===== src/rtl/mips_pipeline_ctrl_pkg.sv =====
// Shared types and helpers for the MIPS pipeline hazard/forwarding controller.
// Latency: n/a (types and pure functions only).
// Backpressure: n/a.
// Contents: entry_t scoreboard entry, FWD_NONE select code, entry accessors.
package mips_pipeline_ctrl_pkg;

  // Widest register index the scoreboard can hold; narrower indices are zero-extended.
  localparam int MAX_REG_W = 8;

  // Forward-select code meaning "read the register file".
  localparam int FWD_NONE = 0;

  typedef struct packed {
    logic                 valid;
    logic [MAX_REG_W-1:0] dst;
    logic                 writes;
    logic                 is_load;
  } entry_t;

  function automatic entry_t make_entry(input logic                 valid,
                                        input logic [MAX_REG_W-1:0] dst,
                                        input logic                 writes,
                                        input logic                 is_load);
    entry_t e;
    e.valid   = valid;
    e.dst     = dst;
    e.writes  = writes;
    e.is_load = is_load;
    return e;
  endfunction

  // True when this entry will produce the value of register r.
  // $0 is hard-wired zero, so nothing ever forwards into it.
  function automatic logic entry_match(input entry_t e, input logic [MAX_REG_W-1:0] r);
    return e.valid & e.writes & (e.dst == r) & (r != '0);
  endfunction

  function automatic logic entry_is_load(input entry_t e);
    return e.is_load;
  endfunction

endpackage


===== src/rtl/mips_pipeline_ctrl_if.sv =====
// Issue-side bundle between the REG stage and the hazard/forwarding controller.
// Latency: wires only.
// Backpressure: stall from the controller holds PC/REG; no other flow control.
// master: REG stage (drives issue_* and branch_taken); slave: controller (drives stall, flush, fwd_*, stats).
interface mips_pipeline_ctrl_if #(
  parameter int STAGES = 4,
  parameter int REG_W  = 5
);
  localparam int D     = STAGES - 2;
  localparam int FWD_W = $clog2(STAGES - 1);

  logic             issue_valid;
  logic [REG_W-1:0] issue_rs;
  logic [REG_W-1:0] issue_rt;
  logic             issue_uses_rs;
  logic             issue_uses_rt;
  logic [REG_W-1:0] issue_dst;
  logic             issue_writes;
  logic             issue_is_load;
  logic             branch_taken;

  logic             stall;
  logic             flush;
  logic [FWD_W-1:0] fwd_rs;
  logic [FWD_W-1:0] fwd_rt;
  logic [D-1:0]     inflight_valid;
  logic [15:0]      stall_count;
  logic [15:0]      flush_count;

  modport master (
    output issue_valid, issue_rs, issue_rt, issue_uses_rs, issue_uses_rt,
           issue_dst, issue_writes, issue_is_load, branch_taken,
    input  stall, flush, fwd_rs, fwd_rt, inflight_valid, stall_count, flush_count
  );

  modport slave (
    input  issue_valid, issue_rs, issue_rt, issue_uses_rs, issue_uses_rt,
           issue_dst, issue_writes, issue_is_load, branch_taken,
    output stall, flush, fwd_rs, fwd_rt, inflight_valid, stall_count, flush_count
  );

endinterface


===== src/rtl/mips_pipeline_ctrl_match.sv =====
// Priority search of the in-flight scoreboard for one source operand.
// Latency: combinational.
// Backpressure: none.
// Ports: ents (entries 1..D), reg_idx (operand) -> hit, idx (youngest matching k), load_at1.
module mips_pipeline_ctrl_match
  import mips_pipeline_ctrl_pkg::*;
#(
  parameter int D     = 2,
  parameter int FWD_W = 2
) (
  input  entry_t [D:1]         ents,
  input  logic [MAX_REG_W-1:0] reg_idx,
  output logic                 hit,
  output logic [FWD_W-1:0]     idx,
  output logic                 load_at1
);

  always_comb begin
    hit = 1'b0;
    idx = FWD_W'(FWD_NONE);
    // Walk oldest to youngest so the youngest producer overrides.
    for (int k = D; k >= 1; k--) begin
      if (entry_match(ents[k], reg_idx)) begin
        hit = 1'b1;
        idx = FWD_W'(k);
      end
    end
    // A load still in EX has no result yet; this is the only case that must stall.
    load_at1 = entry_match(ents[1], reg_idx) & entry_is_load(ents[1]);
  end

endmodule


===== src/rtl/mips_pipeline_ctrl.sv =====
// Hazard/forwarding controller: scoreboard of instructions past REG, drives stall/flush/forward selects.
// Latency: outputs combinational from issue inputs and the registered scoreboard; scoreboard shifts every clock.
// Backpressure: stall holds PC/REG for one cycle per load-use and injects a bubble into EX.
// Ports: clk, rst (synchronous, active-high), bus (mips_pipeline_ctrl_if.slave).
// Optional statistics counters: define MIPS_PIPELINE_CTRL_STATS_EN.
// STAGES must be >= 4 and REG_W <= MAX_REG_W; bus must be instantiated with the same STAGES/REG_W.
module mips_pipeline_ctrl
  import mips_pipeline_ctrl_pkg::*;
#(
  parameter int STAGES  = 4,
  parameter int REG_W   = 5,
  parameter bit DELAYED = 1'b1
) (
  input logic              clk,
  input logic              rst,
  mips_pipeline_ctrl_if.slave bus
);

  localparam int D     = STAGES - 2;
  localparam int FWD_W = $clog2(STAGES - 1);

  entry_t [D:1]     ents;
  entry_t           issue_ent;
  logic             hit_rs, hit_rt;
  logic             la1_rs, la1_rt;
  logic [FWD_W-1:0] k_rs, k_rt;
  logic             stall_i;
  logic             flush_i;

  mips_pipeline_ctrl_match #(.D(D), .FWD_W(FWD_W)) u_match_rs (
    .ents     (ents),
    .reg_idx  (MAX_REG_W'(bus.issue_rs)),
    .hit      (hit_rs),
    .idx      (k_rs),
    .load_at1 (la1_rs)
  );

  mips_pipeline_ctrl_match #(.D(D), .FWD_W(FWD_W)) u_match_rt (
    .ents     (ents),
    .reg_idx  (MAX_REG_W'(bus.issue_rt)),
    .hit      (hit_rt),
    .idx      (k_rt),
    .load_at1 (la1_rt)
  );

  // After one stall cycle the load has moved to e[2], so the stall self-clears.
  assign stall_i = bus.issue_valid &
                   ((bus.issue_uses_rs & la1_rs) | (bus.issue_uses_rt & la1_rt));

  // A stalled branch is re-presented next cycle; flush only once it actually issues.
  assign flush_i = !DELAYED & bus.issue_valid & bus.branch_taken & !stall_i;

  always_comb begin
    issue_ent = '0;
    if (bus.issue_valid && !stall_i) begin
      issue_ent = make_entry(1'b1, MAX_REG_W'(bus.issue_dst), bus.issue_writes, bus.issue_is_load);
    end
  end

  // Scoreboard shift: e[1] takes the issuing instruction (or a bubble), e[D] retires.
  always_ff @(posedge clk) begin
    if (rst) begin
      ents <= '0;
    end else begin
      ents[1] <= issue_ent;
      for (int k = 2; k <= D; k++) begin
        ents[k] <= ents[k-1];
      end
    end
  end

  always_comb begin
    bus.inflight_valid = '0;
    for (int k = 1; k <= D; k++) begin
      bus.inflight_valid[k-1] = ents[k].valid;
    end
  end

  assign bus.stall  = stall_i;
  assign bus.flush  = flush_i;
  assign bus.fwd_rs = (bus.issue_valid & bus.issue_uses_rs & hit_rs) ? k_rs : FWD_W'(FWD_NONE);
  assign bus.fwd_rt = (bus.issue_valid & bus.issue_uses_rt & hit_rt) ? k_rt : FWD_W'(FWD_NONE);

`ifdef MIPS_PIPELINE_CTRL_STATS_EN
  logic [15:0] stall_cnt;
  logic [15:0] flush_cnt;

  // Saturating event counters.
  always_ff @(posedge clk) begin
    if (rst) begin
      stall_cnt <= '0;
      flush_cnt <= '0;
    end else begin
      if (stall_i && stall_cnt != 16'hFFFF) stall_cnt <= stall_cnt + 16'd1;
      if (flush_i && flush_cnt != 16'hFFFF) flush_cnt <= flush_cnt + 16'd1;
    end
  end

  assign bus.stall_count = stall_cnt;
  assign bus.flush_count = flush_cnt;
`else
  assign bus.stall_count = '0;
  assign bus.flush_count = '0;
`endif

endmodule


===== src/flat_wrapper.sv =====
// flat-port wrapper written by rule: the top's interface ports become plain ports
module mips_pipeline_ctrl_flat import mips_pipeline_ctrl_pkg::*;
#(
  parameter int STAGES  = 4,
  parameter int REG_W   = 5,
  parameter bit DELAYED = 1'b1
)
  (clk, rst, bus_issue_valid, bus_issue_rs, bus_issue_rt, bus_issue_uses_rs, bus_issue_uses_rt, bus_issue_dst, bus_issue_writes, bus_issue_is_load, bus_branch_taken, bus_stall, bus_flush, bus_fwd_rs, bus_fwd_rt, bus_inflight_valid, bus_stall_count, bus_flush_count);
  mips_pipeline_ctrl_if #(.STAGES(STAGES), .REG_W(REG_W)) bus_i ();
  input logic clk;
  input logic rst;
  input wire logic [$bits(bus_i.issue_valid)-1:0] bus_issue_valid;
  input wire logic [$bits(bus_i.issue_rs)-1:0] bus_issue_rs;
  input wire logic [$bits(bus_i.issue_rt)-1:0] bus_issue_rt;
  input wire logic [$bits(bus_i.issue_uses_rs)-1:0] bus_issue_uses_rs;
  input wire logic [$bits(bus_i.issue_uses_rt)-1:0] bus_issue_uses_rt;
  input wire logic [$bits(bus_i.issue_dst)-1:0] bus_issue_dst;
  input wire logic [$bits(bus_i.issue_writes)-1:0] bus_issue_writes;
  input wire logic [$bits(bus_i.issue_is_load)-1:0] bus_issue_is_load;
  input wire logic [$bits(bus_i.branch_taken)-1:0] bus_branch_taken;
  output wire logic [$bits(bus_i.stall)-1:0] bus_stall;
  output wire logic [$bits(bus_i.flush)-1:0] bus_flush;
  output wire logic [$bits(bus_i.fwd_rs)-1:0] bus_fwd_rs;
  output wire logic [$bits(bus_i.fwd_rt)-1:0] bus_fwd_rt;
  output wire logic [$bits(bus_i.inflight_valid)-1:0] bus_inflight_valid;
  output wire logic [$bits(bus_i.stall_count)-1:0] bus_stall_count;
  output wire logic [$bits(bus_i.flush_count)-1:0] bus_flush_count;
  assign bus_i.issue_valid = bus_issue_valid;
  assign bus_i.issue_rs = bus_issue_rs;
  assign bus_i.issue_rt = bus_issue_rt;
  assign bus_i.issue_uses_rs = bus_issue_uses_rs;
  assign bus_i.issue_uses_rt = bus_issue_uses_rt;
  assign bus_i.issue_dst = bus_issue_dst;
  assign bus_i.issue_writes = bus_issue_writes;
  assign bus_i.issue_is_load = bus_issue_is_load;
  assign bus_i.branch_taken = bus_branch_taken;
  assign bus_stall = bus_i.stall;
  assign bus_flush = bus_i.flush;
  assign bus_fwd_rs = bus_i.fwd_rs;
  assign bus_fwd_rt = bus_i.fwd_rt;
  assign bus_inflight_valid = bus_i.inflight_valid;
  assign bus_stall_count = bus_i.stall_count;
  assign bus_flush_count = bus_i.flush_count;
  mips_pipeline_ctrl #(.STAGES(STAGES), .REG_W(REG_W), .DELAYED(DELAYED)) u_core (.clk(clk), .rst(rst), .bus(bus_i));
endmodule

===== config.mk =====
export PLATFORM = sky130hd
export DESIGN_NAME = mips_pipeline_ctrl_flat
export DESIGN_NICKNAME = d
export VERILOG_FILES = /design/src/rtl/mips_pipeline_ctrl_pkg.sv /design/src/rtl/mips_pipeline_ctrl_if.sv /design/src/rtl/mips_pipeline_ctrl_match.sv /design/src/rtl/mips_pipeline_ctrl.sv /design/src/flat_wrapper.sv
export SDC_FILE = /design/constraint.sdc
export NUM_CORES = 1
export LEC_CHECK = 0
export ABC_CLOCK_PERIOD_IN_PS = 3600
export BUFFER_PORTS_ARGS = -buffer_cell sky130_fd_sc_hd__buf_2
export CORE_ASPECT_RATIO = 0.9
export CORE_MARGIN = 2
export CORE_UTILIZATION = 46
export DETAILED_ROUTE_END_ITERATION = 12
export PLACE_DENSITY = 0.81
export SYNTH_ARGS = -nofsm -noshare
export SYNTH_HDL_FRONTEND = slang
export SYNTH_SLANG_ARGS = --single-unit

===== constraint.sdc =====
create_clock -name clk -period 3.6 [get_ports clk]
set_input_delay 0.54 -clock clk [delete_from_list [all_inputs] [get_ports clk]]
set_output_delay 0.54 -clock clk [all_outputs]
set_load 0.02 [all_outputs]

==> impl_results.md <==
- Run status: finished, final reports clean
- Maximum VDD drop: about 0.18 mV
- Total GRT Usage: between 15 and 20%
- Post-CTS Hold Fix Bufs: 0
- Post-DR wirelength/cell: roughly 10 µm
- Initial Util: between 40% and 50%
- Worst Setup End Kind: output port
- Area delta synth->final: 5.053%
- Achievable Freq: 399.9 MHz
- Max-cap violation count: 0
- Relative slew slack: a little over three fifths
- DP Wirelength: around 1600 µm
- Worst clock skew: slightly below 0.005 ns
- DIE AREA: 2716 µm²
- Placement Rows: 16
- Largest net degree at the start of global routing: 10
- WHS: 0.4643 ns
- Worst Min Path Start: bus_issue_writes
- Critical path class: primary input to output port
- Total power: between 0.0003 and 0.0004 W
- Max-slew violations: 0
- Setup TNS: 0 ns
- Final net count: around 170
- Core Area: roughly 2200 µm²
- RSZ-0062 raised after global routing: no
- Post-synth cell types: 22
- Layout cells sized above 1: around a quarter
- Layout fillers: around 210
- CTS tree: done
- Dpl cell area: roughly 1100 µm²
- Post-layout util: about half
- Cell Area, Synth: roughly 1100 µm²
- # IOs: 63
- Iter 0 DRT Violations: 15
- Startpoint Class: primary input
- Vias in the first global route: 753
- Die height: 49.65 µm
- Hold Crit Depth: 3
- CP arrival: ~2.0 ns
- Leakage: 0.5079 nW
- Clk slew on worst S/H paths: approximately 0.080 ns
- Initial antenna violation count: 0
- PortBufs: 28
- Finished Cell Area: around 1100 µm²
- Crit path time final: roughly 2.5 ns
- Crit path required time: ~3.1 ns
- Tcrit/Tclk final: 69.47%
- Syn. warnings: 0
- Clk_lat worst skew: between 0.2 and 0.3 ns
- Actual slew at the worst max-slew pin: about 0.56 ns
- Reg2Reg Depth: 4
- CTS sink count: 15
- Reg2reg end: u_core.ents[3]
- H-tree depth reported by CTS: 1
- # diodes: 0
- # Post-CTS Setup Buffers: 0
- Max FO, Critical Path: 3
- R2r startpoint: u_core.ents[3]
- Cells after Synth: 122
- Vias/cell: 4.446
- R2R Setup Slk: approximately 2.1 ns
- Final Setup Violations: 0
- # resized after CTS: 0
- Placer congestion estimate: about 0.90
- Die width: 54.72 µm
- Root Driver: clkbuf_4
- Grt ovf: 0
- Sequential-to-total area share from yosys stat: 28.20%
- Post-Syn Area per Cell: between 8 and 9 µm²
- CTS buffer count: 3
- Final WL: between 1500 and 2000 µm
- DRT Pass-1 Iters: 4
- Final antenna-violating net count: 0
- Post-route DRC: 0
- Max Buffers Root-to-Sink: 2
- DR vias: around 790
- Hold EP: u_core.ents[1]
- First-pass GRT wire length: slightly above 3000 µm
- Final Hold Fails: 0
- Yosys reg bits: 15
- Worst hold-check path type: primary input to flop
- Pwr dens: roughly 320 nW/µm²
[per-layer routing]
metal,wire (µm),GRT usage (%),vias up
li1,-,-,390
met5,0,0,-
met1,700,17.64,353
met4,46,10.42,0
met2,950,24.80,39
met3,158,2.727,5
[through the flow]
step	setup slack (ns)	cells
6_report	1.099	177
5_1_grt	1.007	177
4_1_cts	1.087	177
3_5_place_dp	1.082	173
3_3_place_gp	1.085	173
2_1_floorplan	1.145	154
[Yosys cell counts]
cell      number  area [µm²]
buf_4         35       262.8
xnor2_1       18       157.7
dfxtp_1       15       300.3
nor3_1        12       60.06
nand2_1       11       41.29
nor2b_1        8       50.05
nand4_1        3       18.77
nand3_1        2       10.01
nor4_4         2       42.54
o211ai_2       2       25.02
o21ai_1        2       10.01
xor2_1         2       17.52
and3_1         1       6.260
buf_1          1       3.750
conb_1         1       3.750
nand2_2        1       6.260
nor2_1         1       3.750
nor3b_2        1       12.51
nor4_1         1       6.260
o21a_1         1       7.510
or4_1          1       7.510
or4_4          1       11.26
[final cells by class]
cell class / instances / area [µm²] / area share [%]
Timing Repair Buffer: 28 / 140.1 / 12.53
Multi-Input combinational cell: 103 / 618.1 / 55.26
Clock buffer: 4 / 26.28 / 2.349
Sequential cell: 15 / 300.3 / 26.85
Tap cell: 27 / 33.78 / 3.020
[worst max-delay path by stage]
stage	from	to	slack, ns	depth (start not counted)
5_1_grt	u_core.ents[4]	bus_stall	1.01	5
4_1_cts	bus_issue_rt[3]	bus_fwd_rt[1]	1.09	6
6_report	bus_issue_rt[3]	bus_fwd_rt[1]	1.10	6
3_3_place_gp	bus_issue_rt[3]	bus_fwd_rt[1]	1.09	6
2_1_floorplan	bus_issue_rt[3]	bus_fwd_rt[1]	1.14	4
3_5_place_dp	bus_issue_rt[3]	bus_fwd_rt[1]	1.08	6
[kinds of logic (layout without fill, tap and decap cells)]
family,count (synthesis),after routing,share of synthesized area (%)
flip-flops,15,15,28.20
AO/OA/AOI/OAI,5,5,3.995
XOR/XNOR,20,20,16.45
other,1,33,0.3522
AND/OR/NAND/NOR,45,45,25.97
buffers and inverters,36,32,25.03
[critical path: stages]
cell and delay (ns):
buf_2 0.12, or4_1 0.58, o211ai_2 0.24, nor3_1 0.11
nor3_1 0.18, buf_2 0.19
[state kept, by name, summed over array words and instances, names as in the netlist]
register / count
u_core.ents: 13
u_core.bus.inflight_valid: 2
[report_power, final]
| group | internal, W | switching, W | total [W] |
|---|---|---|---|
| clock | 0.0000431 | 0.0000496 | 0.0000927 |
| sequential | 0.000172 | 0.00000527 | 0.000177 |
| combinational | 0.0000269 | 0.0000585 | 0.0000854 |
[layout by cell type (no fill, tap or decap)]
cell type,instances
dfxtp_1,15
or4_1,1
nor3_1,12
nand3_1,2
nand2_1,11
clkbuf_4,3
or4_4,1
nor4_4,2
nor4_1,1
o211ai_2,2
nor2_1,1
o21ai_1,2
o21a_1,1
xor2_1,2
xnor2_1,18
clkbuf_1,1
buf_2,28
nor3b_2,1
nor2b_1,8
nand4_1,3
conb_1,33
and3_1,1
nand2_2,1
Note: power is estimated with default switching activity, not from simulation.
